[src/rtl/fir_axis_mc.sv]
`default_nettype none
// ============================================================================
// fir_axis_mc : time-multiplexed multichannel FIR, AXI-Stream style I/O, FWFT output FIFO.
// Optional macro FIR_AXIS_SAT_EN: saturating output with sticky SAT_FLAG (default wraps).
// Revision 1.0
// ============================================================================
module fir_axis_mc #(
  parameter int DATA_W     = 16,
  parameter int COEF_W     = 16,
  parameter int OUT_W      = 16,
  parameter int TAPS       = 8,
  parameter int CHANNELS   = 2,
  parameter int SHIFT      = 15,
  parameter int FIFO_DEPTH = 8
) (
  input  logic                                             S_AXIS_ACLK,
  input  logic                                             S_AXIS_ARESET,
  output logic                                             S_AXIS_TREADY,
  input  logic [DATA_W-1:0]                                S_AXIS_TDATA,
  input  logic                                             S_AXIS_TLAST,
  input  logic                                             S_AXIS_TVALID,
  input  logic                                             S_AXIS_RREADY,
  output logic [OUT_W-1:0]                                 S_AXIS_RDATA,
  output logic [((CHANNELS > 1) ? $clog2(CHANNELS) : 1)-1:0] S_AXIS_RCHAN,
  output logic                                             S_AXIS_RLAST,
  output logic                                             S_AXIS_RVALID,
  input  logic                                             COEF_WE,
  input  logic [$clog2(TAPS)-1:0]                          COEF_ADDR,
  input  logic [COEF_W-1:0]                                COEF_DATA,
  output logic                                             COEF_ERR,
  output logic                                             SAT_FLAG
);

  localparam int CH_W   = (CHANNELS > 1) ? $clog2(CHANNELS) : 1;
  localparam int TAP_W  = $clog2(TAPS);
  localparam int FA_W   = $clog2(FIFO_DEPTH);
  localparam int PROD_W = DATA_W + COEF_W;
  localparam int ACC_W  = PROD_W + TAP_W;

  localparam logic [1:0] S_IDLE = 2'd0;
  localparam logic [1:0] S_MAC  = 2'd1;
  localparam logic [1:0] S_PUSH = 2'd2;

  localparam logic [COEF_W-1:0] COEF_ONE = COEF_W'(64'd1 << SHIFT);

  logic clk;
  logic rst;
  assign clk = S_AXIS_ACLK;
  assign rst = S_AXIS_ARESET;

  logic [1:0]               state;
  logic [1:0]               state_nxt;
  logic                     tready_int;
  logic                     mac_en;
  logic                     push;
  logic                     accept;
  logic                     pop;
  logic [CH_W-1:0]          in_ch;
  logic [CH_W-1:0]          cur_ch;
  logic                     cur_last;
  logic [TAP_W-1:0]         tap;
  logic signed [COEF_W-1:0] coef  [TAPS];
  logic signed [DATA_W-1:0] dline [CHANNELS][TAPS];
  logic signed [DATA_W-1:0] sample_sel;
  logic signed [PROD_W-1:0] prod;
  logic signed [ACC_W-1:0]  acc;
  logic signed [ACC_W-1:0]  shifted;
  logic [OUT_W-1:0]         result;

  logic [OUT_W-1:0]         f_data [FIFO_DEPTH];
  logic [CH_W-1:0]          f_chan [FIFO_DEPTH];
  logic                     f_last [FIFO_DEPTH];
  logic [FA_W-1:0]          wr_ptr;
  logic [FA_W-1:0]          rd_ptr;
  logic [FA_W:0]            count;

  // ---------------- FSM ----------------
  always_ff @(posedge clk) begin
    if (rst) state <= S_IDLE;
    else     state <= state_nxt;
  end

  always_comb begin
    state_nxt = state;
    case (state)
      S_IDLE:  if (accept) state_nxt = S_MAC;
      S_MAC:   if (tap == TAP_W'(TAPS - 1)) state_nxt = S_PUSH;
      S_PUSH:  state_nxt = S_IDLE;
      default: state_nxt = S_IDLE;
    endcase
  end

  // Ready is gated by reset so the input never looks ready while reset is held.
  always_comb begin
    tready_int = 1'b0;
    mac_en     = 1'b0;
    push       = 1'b0;
    case (state)
      S_IDLE:  tready_int = !rst && (count < (FA_W + 1)'(FIFO_DEPTH));
      S_MAC:   mac_en = 1'b1;
      S_PUSH:  push = 1'b1;
      default: ;
    endcase
  end

  assign accept        = tready_int && S_AXIS_TVALID;
  assign S_AXIS_TREADY = tready_int;

  // ---------------- input side ----------------
  always_ff @(posedge clk) begin
    if (rst) begin
      in_ch    <= '0;
      cur_ch   <= '0;
      cur_last <= 1'b0;
    end else if (accept) begin
      cur_ch   <= in_ch;
      cur_last <= S_AXIS_TLAST;
      if (S_AXIS_TLAST || in_ch == CH_W'(CHANNELS - 1)) in_ch <= '0;
      else                                               in_ch <= in_ch + CH_W'(1);
    end
  end

  always_ff @(posedge clk) begin
    if (rst) begin
      for (int c = 0; c < CHANNELS; c++)
        for (int t = 0; t < TAPS; t++)
          dline[c][t] <= '0;
    end else begin
      for (int c = 0; c < CHANNELS; c++) begin
        if (accept && in_ch == CH_W'(c)) begin
          dline[c][0] <= S_AXIS_TDATA;
          for (int t = 1; t < TAPS; t++) dline[c][t] <= dline[c][t-1];
        end
      end
    end
  end

  always_ff @(posedge clk) begin
    if (rst) begin
      for (int t = 0; t < TAPS; t++) coef[t] <= (t == 0) ? COEF_ONE : '0;
      COEF_ERR <= 1'b0;
    end else begin
      COEF_ERR <= COEF_WE && (state != S_IDLE);
      if (COEF_WE && state == S_IDLE) begin
        for (int t = 0; t < TAPS; t++)
          if (COEF_ADDR == TAP_W'(t)) coef[t] <= COEF_DATA;
      end
    end
  end

  // ---------------- multiply-accumulate ----------------
  always_comb begin
    sample_sel = '0;
    for (int c = 0; c < CHANNELS; c++)
      if (cur_ch == CH_W'(c)) sample_sel = dline[c][tap];
  end

  assign prod = sample_sel * coef[tap];

  always_ff @(posedge clk) begin
    if (rst) begin
      acc <= '0;
      tap <= '0;
    end else if (accept) begin
      acc <= '0;
      tap <= '0;
    end else if (mac_en) begin
      acc <= acc + {{TAP_W{prod[PROD_W-1]}}, prod};
      tap <= tap + TAP_W'(1);
    end
  end

  assign shifted = acc >>> SHIFT;

`ifdef FIR_AXIS_SAT_EN
  localparam logic signed [ACC_W-1:0] OUT_MAX = {{(ACC_W-OUT_W+1){1'b0}}, {(OUT_W-1){1'b1}}};
  localparam logic signed [ACC_W-1:0] OUT_MIN = {{(ACC_W-OUT_W+1){1'b1}}, {(OUT_W-1){1'b0}}};
  logic sat_hit;
  logic sat_r;

  always_comb begin
    result  = shifted[OUT_W-1:0];
    sat_hit = 1'b0;
    if (shifted > OUT_MAX) begin
      result  = OUT_MAX[OUT_W-1:0];
      sat_hit = 1'b1;
    end else if (shifted < OUT_MIN) begin
      result  = OUT_MIN[OUT_W-1:0];
      sat_hit = 1'b1;
    end
  end

  always_ff @(posedge clk) begin
    if (rst)                  sat_r <= 1'b0;
    else if (push && sat_hit) sat_r <= 1'b1;
  end
  assign SAT_FLAG = sat_r;
`else
  logic unused_hi;
  assign result    = shifted[OUT_W-1:0];
  assign unused_hi = ^shifted[ACC_W-1:OUT_W];
  assign SAT_FLAG  = 1'b0;
`endif

  // ---------------- output FIFO (first-word fall-through) ----------------
  assign pop = (count != '0) && S_AXIS_RREADY;

  always_ff @(posedge clk) begin
    if (push) begin
      f_data[wr_ptr] <= result;
      f_chan[wr_ptr] <= cur_ch;
      f_last[wr_ptr] <= cur_last;
    end
  end

  always_ff @(posedge clk) begin
    if (rst) begin
      wr_ptr <= '0;
      rd_ptr <= '0;
      count  <= '0;
    end else begin
      if (push) wr_ptr <= wr_ptr + FA_W'(1);
      if (pop)  rd_ptr <= rd_ptr + FA_W'(1);
      case ({push, pop})
        2'b10:   count <= count + (FA_W + 1)'(1);
        2'b01:   count <= count - (FA_W + 1)'(1);
        default: ;
      endcase
    end
  end

  // Outputs read as zero whenever the FIFO is empty.
  assign S_AXIS_RVALID = (count != '0);
  assign S_AXIS_RDATA  = S_AXIS_RVALID ? f_data[rd_ptr] : '0;
  assign S_AXIS_RCHAN  = S_AXIS_RVALID ? f_chan[rd_ptr] : '0;
  assign S_AXIS_RLAST  = S_AXIS_RVALID ? f_last[rd_ptr] : 1'b0;

endmodule
`default_nettype wire
[config.mk]
export PLATFORM = sky130hd
export DESIGN_NAME = fir_axis_mc
export DESIGN_NICKNAME = d
export VERILOG_FILES = /design/src/rtl/fir_axis_mc.sv
export SDC_FILE = /design/constraint.sdc
export NUM_CORES = 2
export LEC_CHECK = 0
export CORE_MARGIN = 5
export CORE_UTILIZATION = 47
export DETAILED_ROUTE_END_ITERATION = 16
export GPL_ROUTABILITY_DRIVEN = 0
export HOLD_SLACK_MARGIN = 0.1
export PLACE_DENSITY = 0.67
export SLEW_MARGIN = 5
export SYNTH_ARGS = -nofsm -noshare
export SYNTH_HDL_FRONTEND = slang
export SYNTH_SLANG_ARGS = --single-unit
[constraint.sdc]
create_clock -name S_AXIS_ACLK -period 13.2 [get_ports S_AXIS_ACLK]
set_clock_uncertainty 0.1 [all_clocks]
set_input_delay 3.3 -clock S_AXIS_ACLK [delete_from_list [all_inputs] [get_ports S_AXIS_ACLK]]
set_output_delay 3.3 -clock S_AXIS_ACLK [all_outputs]
set_load 0.02 [all_outputs]
Yosys cells after proc, flatten, opt, wreduce, memory -nomap -nowiden. Memories as Yosys holds them, arrays and structs flattened. A register that Yosys moved wholly into a read port is not among the register bits. Index checks and enable logic that the tools add are counted.

RAM bits: 528. Memories kept: 5. Output and inout port bits: 22. Register bits: 54.

Memory list: dline (words 2, bits a word 128, read ports 2, clocked after Yosys merged registers in 0, wr ports 2, line 63) `logic signed [DATA_W-1:0] dline [CHANNELS][TAPS];`; coef (words 8, bits a word 16, read ports 1, clocked after Yosys merged registers in 1, wr ports 8, line 62) `logic signed [COEF_W-1:0] coef [TAPS];`; f_data (words 8, bits a word 16, read ports 1, clocked after Yosys merged registers in 1, wr ports 1, line 70) `logic [OUT_W-1:0] f_data [FIFO_DEPTH];`; f_chan (words 8, bits a word 1, read ports 1, clocked after Yosys merged registers in 1, wr ports 1, line 71) `logic [CH_W-1:0] f_chan [FIFO_DEPTH];`; f_last (words 8, bits a word 1, read ports 1, clocked after Yosys merged registers in 1, wr ports 1, line 72) `logic f_last [FIFO_DEPTH];`.

Add/subtract/negate cells: 7. Mux-type cells: 92. Bitwise logic cells: 26. $lt $le $gt $ge: 2. Reductions and logical operators: 16. Equality and inequality tests: 14. $mul: 1.

Operators with widths (count): $mux 16 (30); $bmux 16 s3 (2); $mux 1 (48); $add 35x35->35 (1); $mul 16x16->32 (1); $mux 3 (8); $or 1x1->1 (24); $eq 3x3->1 const B (5); $add 3x1->3 const B (3); $pmux 4 s2 (1); $logic_and 1x1->1 (7); $eq 3x2->1 const B (2); $add 4x1->4 const B (1); $eq 2x1->1 const B (2); $eq 2x2->1 const B (2); $ge 4x4->1 const B (1); $lt 4x4->1 const B (1); $mux 2 (2); $ne 2x2->1 const B (2); $not 3->4 (1); $pmux 2 s2 (1); $reduce_bool 2->1 (2); $reduce_bool 4->1 (1); $sub 4x1->4 const B (1); 9 further kinds (9).

Depth between registers and ports, before layout.
Depth in word-level cells: 9. Gate-level depth with buffers: 40.

Least setup slack after synthesis. OpenSTA, ideal clock, no wires.

Path kind: flip-flop to flip-flop. From: register tap[0]. To: register acc[30]. Slack: 3.792 ns. Stages on the path, launching flop included: 34. Data arrival time: 9.238 ns. Period minus slack after synthesis: 9.408 ns. Buffers on the path: 4. Cell sequence: dfxtp_1 buf_6 buf_2 buf_1 mux4_2 mux4_2 clkbuf_1 nand2_1 fa_1 fa_1 fa_1 fa_1 inv_1 fa_1 inv_1 fa_1 inv_1 ha_1 a21o_1 a32oi_1 and2_1 nor2_1 o21a_1 o21ai_0 a21oi_1 ha_1 and4_1 and3_1 a211o_1 o2111a_1 a211oi_1 nor4_1 or4_1 a21oi_1.

Longest elaborated chain between the ends: 7. Elaborated cells on any way between the ends: 10. Classes of those cells: add/sub (1); mul (1); mux (7); bitwise (1).

Ends and longest elaborated chain: start: declaration (line 61) `logic [TAP_W-1:0] tap;`; start signal: assignment (line 169) `tap <= tap + TAP_W'(1);`; $not 3->4 (implied by the code) * (line 155) `if (cur_ch == CH_W'(c)) sample_sel = dline[c][tap];`; $bmux 16 s3 (line 155); $mux 16 (implied by the code) (2 in a row) (line 155); $mux 16 * (line 155); $mul 16x16->32 * (line 158) `assign prod = sample_sel * coef[tap];`; $add 35x35->35 * (line 168) `acc <= acc + {{TAP_W{prod[PROD_W-1]}}, prod};`; end signal: assignment (line 168); end: declaration (line 66) `logic signed [ACC_W-1:0] acc;`.

Mark *: on every way between the ends. The rest lies on a longest branch, timed or not. The select of a mux whose other input is x is not followed. A chain may end at the register's enable or synchronous reset.

Final worst setup path. Same ends and word-level chain as after synthesis.

==> flow_metrics.tcl <==
set metrics [dict create \
    synthSimpleGateAreaFrac_pct 12.7 \
    hold_viol_final 0 \
    timing.final.crit_share_pct 77.3 \
    fin_cells 3797 \
    worstMarginPinSlew_ns 0.972 \
    grt_max_degree 80 \
    htree_num_levels 2 \
    synth-compound-area-share_pct 3.60 \
    syn_inst 2760 \
    ys_types 65 \
    yosys_warnings 0 \
    grt-ovfl-total 0 \
    yosysMostFrequentCell "edfxtp_1" \
    drc 0 \
    clk_latency_ns 0.63 \
    rows 100 \
    worstPathArrival_ns 10.66 \
    routed_wl_um 76500 \
    design_area_um2 39100 \
    nets 3195 \
    detail_route.wl_per_cell_um 20.1 \
    firstDrtPassIters 5 \
    clock_sinks 584 \
    drive_gt1_share_pct 11.4 \
    portBuffers 61 \
    hold_ws_ns 0.359 \
    design.core.area_um2 74700 \
    path_class "reg2reg" \
    grt_pass1_wl_um 124000 \
    setup_viol 0 \
    cts_buffer_depth 3 \
    avgSynthCellArea_um2 12.9 \
    muxShareOfSynthArea_pct 10.5 \
    critPathMaxFanout 45 \
    clk_pin_slew_ns 0.07 \
    cts_tree "built" \
    grt_usage_pct 18.7 \
    dp_cells 3682 \
    min_path_type "reg2reg" \
    ys_seq_elements 584 \
    synth_fa_ha_area_share_pct 18.7 \
    die_w_um 285 \
    drtIter0Drc 1804 \
    maxCapViolCount 0 \
    synthTopCellsByArea "edfxtp_1, fa_1, mux4_2" \
    endpoint_kind "register" \
    async_flop_share_pct 0 \
    cp_top_family "adder cells" \
    yosysTopAreaCell "edfxtp_1" \
    rsz0062_at_grt "no" \
    drv_slew 0 \
    synth_top_area_share_pct 44.6 \
    hold_buffers 0 \
    synthXorXnorAreaFrac_pct 1.63 \
    timing.slew.headroom_pct 34.9 \
    cts_root_buf "clkbuf_16" \
    setup_tns_ns 0 \
    outcome "finished clean" \
    netlist_area_um2 35600 \
    start_util_pct 47.6 \
    insertedDiodeCount 0 \
    cts_buffers 61 \
    critPathRequiredTime_ns 13.67 \
    post_cts_buffers 0 \
    antenna_left 0 \
    die_h_um 285 \
    synth_top_family_by_area "adder cells" \
    syn_to_final_growth_pct 9.88 \
    antenna_found_initial 0 \
    min_period_ns 10.20 \
    cp-start-kind "register" \
    cpPeakStageDelay_ns 0.94 \
    fp.dieArea_um2 81300 \
    vias 21369 \
    via_per_inst 5.63 \
    yosys-top-cells-count "edfxtp_1, inv_1, fa_1" \
    synth_fp_nets 3179 \
    place_area_um2 37200 \
    grt_pass1_vias 22183 \
    synth-main-ff-cell "edfxtp_1" \
    ioPinCount 63 \
    cp_num_buf_inv 5 \
    cts_resized 0 \
    crit_path_frequent_cell "fa_1" \
    dp_hpwl_um 52100 \
    crit_slowest_cell "dfxtp_4" \
    synth-edff-count 528 \
    fmax_mhz 98.1 \
    seq_area_frac_synth_pct 47.7 \
]
==> placed cells by master (no fill, tap or decap), types with 10 or more instances in the layout <==
cell type / n
edfxtp_1: 528
inv_1: 328
fa_1: 258
and3_1: 248
nor2_1: 184
nand2_1: 160
mux4_2: 144
ha_1: 120
nor2b_1: 80
a21oi_1: 70
clkbuf_16: 61
clkdlybuf4s50_1: 59
nand2b_1: 58
and2_1: 54
dfxtp_1: 51
xnor2_1: 47
buf_4: 43
a21o_1: 36
mux2i_1: 34
o21ai_0: 27
nand3_1: 22
xor2_1: 19
clkinv_2: 16
mux2_2: 13
clkbuf_1: 13
nor3_1: 11
or2_2: 11
clkinv_1: 11
a211oi_1: 10
==> final timing paths <==
path	from	end	slack (ns)	cells past startpoint
setup / recovery	tap[0]$_SDFFE_PP0P_	acc[30]$_SDFFE_PP0P_	3.00	30
hold / removal	acc[3]$_SDFFE_PP0P_	acc[3]$_SDFFE_PP0P_	0.36	2
setup reg to reg	tap[0]$_SDFFE_PP0P_	acc[30]$_SDFFE_PP0P_	3.00	30
hold reg to reg	acc[3]$_SDFFE_PP0P_	acc[3]$_SDFFE_PP0P_	0.36	2
==> sequential cells by signal, summed over array words and instances (netlist names), named ones only <==
signal,flops
rd_ptr,3
f_last,8
COEF_ERR,1
f_chan,8
count,4
coef,128
dline,256
tap,3
cur_ch,1
acc,31
f_data,128
state,2
wr_ptr,3
cur_last,1
in_ch,1
==> layer usage <==
| metal | vias up | GRT usage [%] | wire length (µm) | part of all wire, % |
|---|---|---|---|---|
| li1 | 9651 | - | - | - |
| met1 | 11005 | 26.9 | 33700 | 44 |
| met2 | 617 | 31.1 | 37500 | 49 |
| met5 | - | 0 | 0 | 0 |
| met4 | 0 | 3.62 | 1250 | 1.6 |
| met3 | 96 | 2.58 | 4020 | 5.3 |
==> worst register-to-register path: cells and delay by family, from the launching register on <==
| kind | cells | cell delay [ns] |
|---|---|---|
| buf+inv | 5 | 0.75 |
| xor+xnor | 1 | 0.14 |
| compound gates | 10 | 2.39 |
| mux | 2 | 1.27 |
| flops | 1 | 0.94 |
| simple gates | 4 | 1.00 |
| fa+ha+maj | 8 | 3.57 |
==> kinds of logic after synthesis <==
family,Yosys count
and+or+nand+nor,861
muxes,191
other,1
xor gates and xnor gates,66
adders and majority gates,378
DFF,584
buffers and inverters,479
AOI/OAI and AO/OA,200
==> stage by stage <==
step                utilization [%]  worst slack [ns]
floorplan                         -              3.79
global placement               49.7              3.18
detailed placement             49.7              2.95
CTS                            52.3              2.96
global route                   52.3              2.28
finish                         52.3              3.00
==> cell type report <==
class | count | area [µm²]
Tap cell | 969 | 1210
Multi-Input combinational cell | 1697 | 16800
Inverter | 328 | 1230
Clock inverter | 40 | 329
Sequential cell | 584 | 17000
Fill cell | 6137 | 35600
Clock buffer | 75 | 1590
Timing Repair Buffer | 104 | 923
Power is not shown: default switching activity piles up to over one toggle a cycle in this logic, so the estimate is an artifact.
